===== config.mk =====
export PLATFORM = sky130hd
export DESIGN_NAME = muldiv_seq
export DESIGN_NICKNAME = d
export VERILOG_FILES = /design/src/rtl/muldiv_seq.sv
export SDC_FILE = /design/constraint.sdc
export NUM_CORES = 1
export LEC_CHECK = 0
export CAP_MARGIN = 20
export CORE_MARGIN = 8
export CORE_UTILIZATION = 60
export CTS_BUF_LIST = sky130_fd_sc_hd__clkbuf_16
export CTS_CLUSTER_SIZE = 12
export DETAILED_ROUTE_END_ITERATION = 8
export DONT_BUFFER_PORTS = 1
export PLACE_DENSITY_LB_ADDON = 0.2
export SYNTH_ARGS = -nofsm -noshare
export SYNTH_HDL_FRONTEND = slang
export SYNTH_SLANG_ARGS = --single-unit

===== constraint.sdc =====
create_clock -name clk -period 5.05 [get_ports clk]
set_clock_uncertainty 0.15 [all_clocks]
set_input_delay 1.01 -clock clk [delete_from_list [all_inputs] [get_ports clk]]
set_output_delay 1.01 -clock clk [all_outputs]
set_load 0.01 [all_outputs]

===== src/rtl/muldiv_seq.sv =====
// Sequential RISC-V M-extension unit: radix-2 shift-add multiply and restoring divide
// on one shared adder. The result arrives 34 cycles after accept, or 2 cycles on the divide fast paths.
module muldiv_seq #(
  parameter int DATA_W = 32
) (
  input  logic              clk,
  input  logic              rst,
  input  logic              start,
  input  logic [2:0]        op,
  input  logic [DATA_W-1:0] src1,
  input  logic [DATA_W-1:0] src2,
  input  logic [4:0]        gprs_waddr_i,
  input  logic              flush,
  output logic              stall,
  output logic              done,
  output logic [4:0]        gprs_waddr_o,
  output logic [DATA_W-1:0] gprs_wdata_o
);
  typedef enum logic [1:0] {S_IDLE, S_CALC, S_FIX, S_DONE} state_t;

  localparam logic [4:0]        LAST_STEP = 5'(DATA_W - 1);
  localparam logic [DATA_W-1:0] MIN_NEG   = {1'b1, {(DATA_W-1){1'b0}}};

  state_t              state_q, state_d;
  logic [2:0]          op_q, op_d;
  logic [4:0]          waddr_q, waddr_d;
  logic [4:0]          cnt_q, cnt_d;
  logic                neg_q, neg_d;
  logic                rneg_q, rneg_d;
  logic [DATA_W-1:0]   b_q, b_d;
  logic [DATA_W-1:0]   hi_q, hi_d;
  logic [DATA_W-1:0]   lo_q, lo_d;
  logic [DATA_W-1:0]   wdata_q, wdata_d;
  logic [4:0]          waddr_o_q, waddr_o_d;

  logic                s1_signed, s2_signed, src1_neg, src2_neg;
  logic [DATA_W-1:0]   mag1, mag2;
  logic                div_zero, div_ovf, accept;
  logic [DATA_W:0]     add_a, add_b, add_s, mul_sum;
  logic [2*DATA_W-1:0] prod_raw, prod_fix;
  logic [DATA_W-1:0]   quo_fix, rem_fix, result;

  always_comb begin
    s1_signed = 1'b0;
    s2_signed = 1'b0;
    case (op)
      3'd1, 3'd4, 3'd6: begin
        s1_signed = 1'b1;
        s2_signed = 1'b1;
      end
      3'd2:    s1_signed = 1'b1;
      default: ;
    endcase
  end

  assign src1_neg = s1_signed & src1[DATA_W-1];
  assign src2_neg = s2_signed & src2[DATA_W-1];
  assign mag1     = src1_neg ? -src1 : src1;
  assign mag2     = src2_neg ? -src2 : src2;
  assign div_zero = op[2] & (src2 == '0);
  assign div_ovf  = ((op == 3'd4) || (op == 3'd6)) && (src1 == MIN_NEG) && (src2 == '1);
  assign accept   = (state_q == S_IDLE) & start & ~flush;

  // Shared adder: add multiplicand for multiply, subtract divisor (a + ~b + 1) for divide.
  assign add_a   = op_q[2] ? {hi_q, lo_q[DATA_W-1]} : {1'b0, hi_q};
  assign add_b   = op_q[2] ? ~{1'b0, b_q} : {1'b0, b_q};
  assign add_s   = add_a + add_b + {{DATA_W{1'b0}}, op_q[2]};
  assign mul_sum = lo_q[0] ? add_s : {1'b0, hi_q};

  assign prod_raw = {hi_q, lo_q};
  assign prod_fix = neg_q ? -prod_raw : prod_raw;
  assign quo_fix  = neg_q ? -lo_q : lo_q;
  assign rem_fix  = rneg_q ? -hi_q : hi_q;

  always_comb begin
    result = '0;
    case (op_q)
      3'd0:             result = prod_fix[DATA_W-1:0];
      3'd1, 3'd2, 3'd3: result = prod_fix[2*DATA_W-1:DATA_W];
      3'd4, 3'd5:       result = quo_fix;
      default:          result = rem_fix;
    endcase
  end

  // FSM: state register
  always_ff @(posedge clk) begin
    if (rst) state_q <= S_IDLE;
    else     state_q <= state_d;
  end

  // FSM: next state
  always_comb begin
    state_d = state_q;
    case (state_q)
      S_IDLE: if (accept) state_d = (div_zero || div_ovf) ? S_FIX : S_CALC;
      S_CALC: if (cnt_q == LAST_STEP) state_d = S_FIX;
      S_FIX:  state_d = S_DONE;
      S_DONE: state_d = S_IDLE;
      default: state_d = S_IDLE;
    endcase
    if (flush) state_d = S_IDLE;
  end

  // FSM: outputs
  always_comb begin
    stall = ~rst & ((state_q == S_CALC) || (state_q == S_FIX) ||
                    ((state_q == S_IDLE) && start && !flush));
    done  = (state_q == S_DONE);
  end

  always_comb begin
    op_d      = op_q;
    waddr_d   = waddr_q;
    cnt_d     = cnt_q;
    neg_d     = neg_q;
    rneg_d    = rneg_q;
    b_d       = b_q;
    hi_d      = hi_q;
    lo_d      = lo_q;
    wdata_d   = wdata_q;
    waddr_o_d = waddr_o_q;
    case (state_q)
      S_IDLE: if (accept) begin
        op_d    = op;
        waddr_d = gprs_waddr_i;
        cnt_d   = '0;
        hi_d    = '0;
        neg_d   = src1_neg ^ src2_neg;
        rneg_d  = op[2] & src1_neg;
        lo_d    = op[2] ? mag1 : mag2;
        b_d     = op[2] ? mag2 : mag1;
        // Fast paths preload the final, already-signed result.
        if (div_zero) begin
          hi_d   = src1;
          lo_d   = '1;
          neg_d  = 1'b0;
          rneg_d = 1'b0;
        end else if (div_ovf) begin
          hi_d   = '0;
          lo_d   = MIN_NEG;
          neg_d  = 1'b0;
          rneg_d = 1'b0;
        end
      end
      S_CALC: begin
        cnt_d = cnt_q + 5'd1;
        if (op_q[2]) begin
          if (add_s[DATA_W]) begin
            hi_d = {hi_q[DATA_W-2:0], lo_q[DATA_W-1]};
            lo_d = {lo_q[DATA_W-2:0], 1'b0};
          end else begin
            hi_d = add_s[DATA_W-1:0];
            lo_d = {lo_q[DATA_W-2:0], 1'b1};
          end
        end else begin
          hi_d = mul_sum[DATA_W:1];
          lo_d = {mul_sum[0], lo_q[DATA_W-1:1]};
        end
      end
      S_FIX: if (!flush) begin
        wdata_d   = result;
        waddr_o_d = waddr_q;
      end
      default: ;
    endcase
  end

  always_ff @(posedge clk) begin
    if (rst) begin
      op_q      <= '0;
      waddr_q   <= '0;
      cnt_q     <= '0;
      neg_q     <= 1'b0;
      rneg_q    <= 1'b0;
      b_q       <= '0;
      hi_q      <= '0;
      lo_q      <= '0;
      wdata_q   <= '0;
      waddr_o_q <= '0;
    end else begin
      op_q      <= op_d;
      waddr_q   <= waddr_d;
      cnt_q     <= cnt_d;
      neg_q     <= neg_d;
      rneg_q    <= rneg_d;
      b_q       <= b_d;
      hi_q      <= hi_d;
      lo_q      <= lo_d;
      wdata_q   <= wdata_d;
      waddr_o_q <= waddr_o_d;
    end
  end

  assign gprs_wdata_o = wdata_q;
  assign gprs_waddr_o = waddr_o_q;

endmodule


# Word level (Yosys, flattened, before mapping)
# Index checks and enable logic that the tools add are counted.
# totals
regBits,150
input_bits,76
output_inout_bits,39
elab_cells,103
# op_classes
add_sub_neg,8
eq_ne,17
mux,34
bitwise,11
n_reduce_logical,22
# ops
op,n
32-bit two-way mux,14
32-bit negation,4
32-bit case mux with 2 select lines,2
33-bit two-way mux,3
32-bit case mux with 3 select lines,1
32-bit equality test (second input constant),2
64-bit two-way mux,1
64-bit negation,1
33-bit by 1-bit adder with 33-bit output,1
33-bit adder,1
32-bit NOT with 33-bit output,1
32-bit zero test,1
3-bit equality test (second input constant),4
5-bit case mux with 2 select lines,1
3-bit by 2-bit equality test with 1-bit output (second input constant),3
2-bit case mux with 4 select lines,1
2-bit AND reduction,4
1-bit bitwise AND,7
1-bit two-way mux,7
3-bit by 1-bit equality test with 1-bit output (second input constant),2
2-bit two-way mux,3
3-bit OR reduction,2
5-bit by 1-bit adder with 5-bit output (second input constant),1
5-bit equality test (second input constant),1
14 further kinds,24

# Logic depth before layout (Yosys ltp)
# Gate-level depths: netlist (run 1).
# logic_depth
ltp_word,10
ltp_mapped,19
ltp_nobuf,12

# Worst setup path after synthesis (run 1)
# OpenSTA, ideal clock, no wires.
# synth_path
path_kind,register -> register
start,register op_q[2]
end,register hi_q[9]
setup_ps,132
arrival_ps,4681
t_required_ps,4768
setup_slack_ps,87
stages_incl_launch_ff,17
path_buffers,5
synth_period_minus_slack_ps,4963
cell_sequence,dfxtp_1 > clkbuf_1 > buf_1 > clkbuf_1 > buf_1 > o21ai_0 > fa_1 > a211oi_1 > o311a_1 > o311a_1 > a211oi_2 > a211oi_2 > xnor2_2 > buf_4 > mux2_2 > a221oi_1 > nor3_1
# synth_between
elab_chain_cells,6
word_cells_on_any_way,8
classes_between,add/sub: 2; mux: 6
# synth_lines
item,line_no,source
from (decl),25,"logic [2:0] op_q, op_d;"
from (signal assigned),181,op_q <= op_d;
"33-bit two-way mux, on equally long branches","65, 66",
33-bit adder,67,"assign add_s = add_a + add_b + {{DATA_W{1'b0}}, op_q[2]};"
33-bit by 1-bit adder with 33-bit output,67,
33-bit two-way mux / 32-bit two-way mux (equally long branches),"68, 148",
32-bit two-way mux (*),147,if (op_q[2]) begin
32-bit case mux with 2 select lines (*),122,case (state_q)
to (signal assigned),187,hi_q <= hi_d;
to (decl),31,"logic [DATA_W-1:0] hi_q, hi_d;"
# Every way passes the cells marked *; elsewhere a longest branch is shown, timed or not.
# A chain may end at the register's enable or synchronous reset.

# Final worst setup path (run 1)
# layout_path
start,register op_q[2]
end,register hi_q[30]
# The elaborated chain is that of the path after synthesis.

==> results of run 1 <==
## metal layers
| metal | global-route usage [%] | vias to the layer above | wire length (µm) |
|---|---|---|---|
| li1 | - | 7059 | - |
| met1 | 48.1 | 7248 | 22100 |
| met2 | 52.4 | 1027 | 22400 |
| met3 | 10.3 | 138 | 6950 |
| met4 | 15.9 | 0 | 2430 |
| met5 | 0 | - | 0 |
## worst max-delay path: cells and delay by family (launching register included)
kind,cells,cell delay [ns]
mux,1,0.36
xor+xnor,1,0.35
compound gates,7,2.12
flops,1,0.51
buf+inv,3,0.88
fa+ha+maj,1,0.22
## cell usage after synthesis, types with 6 or more instances
cell,number
nand2_1,247
a21oi_1,213
nor2_1,156
clkbuf_1,153
dfxtp_1,150
o21ai_0,117
xor2_1,108
xnor2_1,94
nor3_1,63
mux2_2,62
mux2i_1,58
nand3_1,46
a211oi_1,44
ha_1,42
o31ai_1,32
o211ai_1,27
a31oi_1,26
inv_1,24
or4_1,24
nand4_1,19
or3_1,19
o221ai_1,16
buf_1,15
a221oi_1,13
nor2b_1,13
nor4_1,13
o22ai_1,13
and3_1,12
o41ai_1,12
a21o_1,11
a22oi_1,9
buf_2,9
nand2b_1,9
o21a_1,9
a211o_1,8
a311oi_1,8
and2_1,8
a221o_1,6
o21bai_1,6
or2_2,6
## cell families after synthesis
group	count (synthesis)	synth area share, %
fa+ha+maj	43	3.79
compound gates	609	26.7
flops	150	20.9
mux	120	8.88
buf+inv	207	5.60
xor+xnor	203	12.4
simple gates	665	21.8
## layout make-up
type,instances,area (µm²),share of cell area (%)
well taps,319,399,2.63
flip-flops and latches,150,3010,19.8
inverters,26,97.6,0.643
multi-input cells,1640,10600,70.1
clock buffers,17,425,2.80
repair buffers,54,418,2.75
clock inverters,15,194,1.28
## state kept, by name, indices dropped and copies added, names as in the netlist
| name | flops |
|---|---|
| op_q | 3 |
| neg_q | 1 |
| cnt_q | 5 |
| b_q | 32 |
| gprs_waddr_o | 5 |
| waddr_q | 5 |
| hi_q | 32 |
| rneg_q | 1 |
| lo_q | 32 |
| gprs_wdata_o | 32 |
| state_q | 2 |
## per-stage QoR
step	hold slack (ns)	util (%)	setup slack [ns]	total power [mW]
floorplan	0.282	-	0.0870	1.99
finish	0.307	64.5	0.336	3.58
global route	0.314	64.5	0.198	3.70
detailed placement	0.295	61.9	0.526	2.22
global placement	0.286	61.9	0.607	2.20
CTS	0.305	64.5	0.511	3.55
## worst paths after layout
kind                          end  cells past startpoint
setup / recovery         hi_q[30]                     13
hold / removal    gprs_waddr_o[4]                      2
setup reg to reg         hi_q[30]                     13
hold reg to reg   gprs_waddr_o[4]                      2
## report_power, final
group | internal (mW) | switching [mW]
clock | 0.678 | 0.673
combinational | 0.332 | 0.592
sequential | 1.23 | 0.0801
==> results.yml, run 1 <==
floorplan:
  die-area_mm2: 0.0292
  num_rows: 56
  die_w_um: 171
  initial_core_util_pct: 61.2
  fp.dieH_um: 171
  core_area_mm2: 0.0235
  ioPinCount: 115
yosys:
  synthArstFlopShare_pct: 0
  synth-edff-count: 0
  synth-warning-count: 0
  synth_seq_cells: 150
  yosysSeqAreaShare_pct: 20.9
  synth_area_mm2: 0.0144
  synth_cells: 1997
  syn_nets: 2116
  yosysTopAreaCellShare_pct: 20.9
  avgSynthCellArea_um2: 7.21
  synth.distinct_cells: 80
  yosysTopAreaCell: "dfxtp_1"
  ys.flop_type: "dfxtp_1"
  synth_area_leaders: "dfxtp_1, a21oi_1, xor2_1"
run_status:
  outcome: "completed"
timing:
  post-route-min-period_ns: 4.71
  min_period_over_period_pct: 93.3
  slew_violations: 0
  rsz0062_at_grt: "no"
  setup_tns_ns: 0
  max_freq_mhz: 212
  setup_viol: 0
  slew-limit-headroom_pct: 27.6
  hold_viol: 0
  worst_pin_slew_ns: 1.09
clocking:
  cts_buffer_depth: 2
  clock-sinks: 150
  clk_pin_slew_ns: 0.08
  cts_tree: "done"
  clock_latency_ns: 0.46
  post_cts_resized: 0
  ctsHoldBuffers: 0
  cts_setup_buffers: 0
  cts_buffers: 17
  cts-htree-levels: 4
  cts_root_buffer: "clkbuf_16"
layout:
  drive_gt1_share_pct: 9.36
  final_cells: 2221
  fin_area_mm2: 0.0152
  antennaDiodeCount: 0
  final_cell_mix: "nand2_1, a21oi_1, nor2_1"
  area_growth_pct: 5.41
  final_net_count: 2008
  fillers: 2167
  layout_commonest_cell: "nand2_1"
pwr:
  p_leak_nw: 5.65
  pwr_density_cell_mw_per_mm2: 236
  ir_drop_uv: 165
critical_path:
  crit_chain: "buf_12 -> buf_4 -> mux2_2 -> ha_1 -> a2111oi_0 -> o211ai_1 -> a32oi_1 -> a21oi_1 -> a211oi_2 -> xnor2_4 -> buf_4 -> a311oi_1 -> a221oi_1"
  path_class: "reg -> reg"
  worstSetupStartpointType: "register"
  crit_path_max_incr_delay_ns: 0.64
  critPathMaxFanout: 36
  crit_top_cell: "buf_4"
  cp_slowest_cell: "a2111oi_0"
  worstSetupStartpoint: "op_q[2]"
  critPathRequiredTime_ns: 5.23
  crit_arrival_ns: 4.89
  rr_startpoint: "op_q[2]"
  cp-end-kind: "register"
  r2r_slack_ns: 0.34
placed_design:
  placed_area_mm2: 0.0146
  place.gp.congestion: 1.01
  portBuffers: 0
  post-dp-hpwl_mm: 40.2
  placed_cells: 2189
route:
  drt_iter0_markers: 2436
  dr.pass1.iters: 9
  vias_per_cell: 6.97
  drtAntennaViolNets: 0
  drc: 0
  vias: 15500
  wl_per_cell_um: 24.3
  routed_wl_mm: 53.9
global_route:
  grt_overflow_total: 0
  grt_pass1_vias: 13900
  grt_max_degree: 159
  grt_pass1_wl_mm: 81.3
  grt.total_usage_pct: 35.8
  antenna_found_initial: 0
run:
  cap_viol_max_count: 0
worst_hold_path:
  min_path_type: "reg -> reg"
  hp-start: "waddr_q[4]"
Note: power is estimated with default switching activity, not from simulation.
==> inputs of run 2 (changes only) <==
Settings changed: ABC_CLOCK_PERIOD_IN_PS set to 5050, MAX_ROUTING_LAYER set to met4.
==> run 2 against run 1 <==
Net effect: clock-buffer cell count unchanged; sequential share of layout area barely moved; global-route usage up 1.3 points; hold slack lost 0.0034 ns; largest power group unchanged; worst setup slack better by 0.064 ns; largest cell class unchanged; sequential cell count is the same.
==> results.yml, run 2 (synthesis gave the netlist of run 1 again) <==
run_status:
  outcome: "completed"
clocking:
  post_cts_resized: 0
  cts_tree: "done"
  cts_root_buffer: "clkbuf_16"
  clock_latency_ns: 0.45
  cts_setup_buffers: 0
  cts_buffer_depth: 2
  cts-htree-levels: 4
  cts_buffers: 17
  clock-sinks: 150
  ctsHoldBuffers: 0
  clk_pin_slew_ns: 0.09
critical_path:
  path_class: "reg -> reg"
  crit_arrival_ns: 4.86
  crit_family: "compound AO/OA/AOI/OAI gates"
  critPathMaxFanout: 47
  worst-path-buf-inv: 2
  critPathRequiredTime_ns: 5.26
  cp_slowest_cell: "a2111oi_0"
  crit_path_max_incr_delay_ns: 0.63
  crit_top_cell: "a21oi_1"
  crit_chain: "buf_12 -> o21ai_0 -> ha_1 -> a2111oi_0 -> o211ai_1 -> a32oi_1 -> a21oi_1 -> a211oi_2 -> xnor2_4 -> buf_4 -> mux2i_1 -> a221o_1 -> a21oi_1"
  worstSetupStartpointType: "register"
  cp-end-kind: "register"
timing:
  slew-limit-headroom_pct: 23.3
  slew_violations: 0
  rsz0062_at_grt: "no"
  setup_viol: 0
  hold_viol: 0
  setup_tns_ns: 0
  post-route-min-period_ns: 4.65
  min_period_over_period_pct: 92.1
  worst_pin_slew_ns: 1.15
  max_freq_mhz: 215
route:
  wl_per_cell_um: 24.5
  routed_wl_mm: 54.3
  drc: 0
  drt_iter0_markers: 2639
  dr.pass1.iters: 6
  vias: 15400
  vias_per_cell: 6.96
  drtAntennaViolNets: 0
placed_design:
  placed_cells: 2187
  post-dp-hpwl_mm: 40.3
  portBuffers: 0
  place.gp.congestion: 1.05
pwr:
  pwr_density_cell_mw_per_mm2: 237
  ir_drop_uv: 176
  p_leak_nw: 5.64
layout:
  layout_commonest_cell: "nand2_1"
  final_net_count: 2006
  multiInputGateArea_mm2: 0.0106
  final_cells: 2219
  seqCellArea_mm2: 0.00301
  area_growth_pct: 5.31
  fin_util_pct: 64.4
  final_cell_mix: "nand2_1, a21oi_1, nor2_1"
  drive_gt1_share_pct: 9.26
  fillers: 2246
  antennaDiodeCount: 0
floorplan:
  fp.dieH_um: 171
  die_w_um: 171
  ioPinCount: 115
  initial_core_util_pct: 61.2
  die-area_mm2: 0.0292
  core_area_mm2: 0.0235
  num_rows: 56
global_route:
  grt_overflow_total: 0
  grt_max_degree: 159
  grt_pass1_wl_mm: 81.8
  antenna_found_initial: 0
  grt.total_usage_pct: 37.2
  grt_pass1_vias: 13700
worst_hold_path:
  min_path_type: "reg -> reg"
run:
  cap_viol_max_count: 0
-- run 2: area by class of cell --
type	count	area share [%]
Multi-Input combinational cell	1640	70.2
Sequential cell	150	19.8
Clock buffer	17	2.81
Timing Repair Buffer	52	2.66
Tap cell	319	2.63
Clock inverter	15	1.28
Inverter	26	0.644
-- run 2: per-stage QoR --
| stage | hold WS [ns] | setup WS, ns | cell area (µm²) | power (mW) |
|---|---|---|---|---|
| final | 0.303 | 0.400 | 15200 | 3.59 |
| after global routing | 0.312 | 0.237 | 15200 | 3.71 |
| after CTS | 0.299 | 0.528 | 15200 | 3.54 |
| after detailed placement | 0.292 | 0.573 | 14500 | 2.22 |
| after global placement | 0.283 | 0.637 | 14500 | 2.21 |
| after floorplan | 0.282 | 0.0870 | 14400 | 1.99 |
-- run 2: per-layer routing --
metal	wire (µm)	vias to the layer above	track usage (%)	part of all wire, %
met5	0	-	-	0
met1	22200	7290	49.8	41
met4	2250	0	14.2	4.1
met2	22800	968	53.3	42
met3	7060	131	8.85	13
li1	-	7048	-	-
-- run 2: where the power goes --
part	total (mW)	switching (mW)	internal, mW
sequential	1.31	0.0806	1.23
combinational	0.923	0.590	0.332
clock	1.36	0.679	0.678
-- run 2: worst min-delay path, stage by stage (launching register included) --
cell	delay (ns)
dfxtp_1	0.32
nand2_1	0.05
a21oi_1	0.05
-- run 2: worst paths after layout --
| check | startpoint | endpoint | slack, ns | depth (start not counted) |
|---|---|---|---|---|
| setup / recovery | op_q[2] | hi_q[1] | 0.40 | 13 |
| hold / removal | waddr_q[3] | gprs_waddr_o[3] | 0.30 | 2 |
| setup reg to reg | op_q[2] | hi_q[1] | 0.40 | 13 |
| hold reg to reg | waddr_q[3] | gprs_waddr_o[3] | 0.30 | 2 |
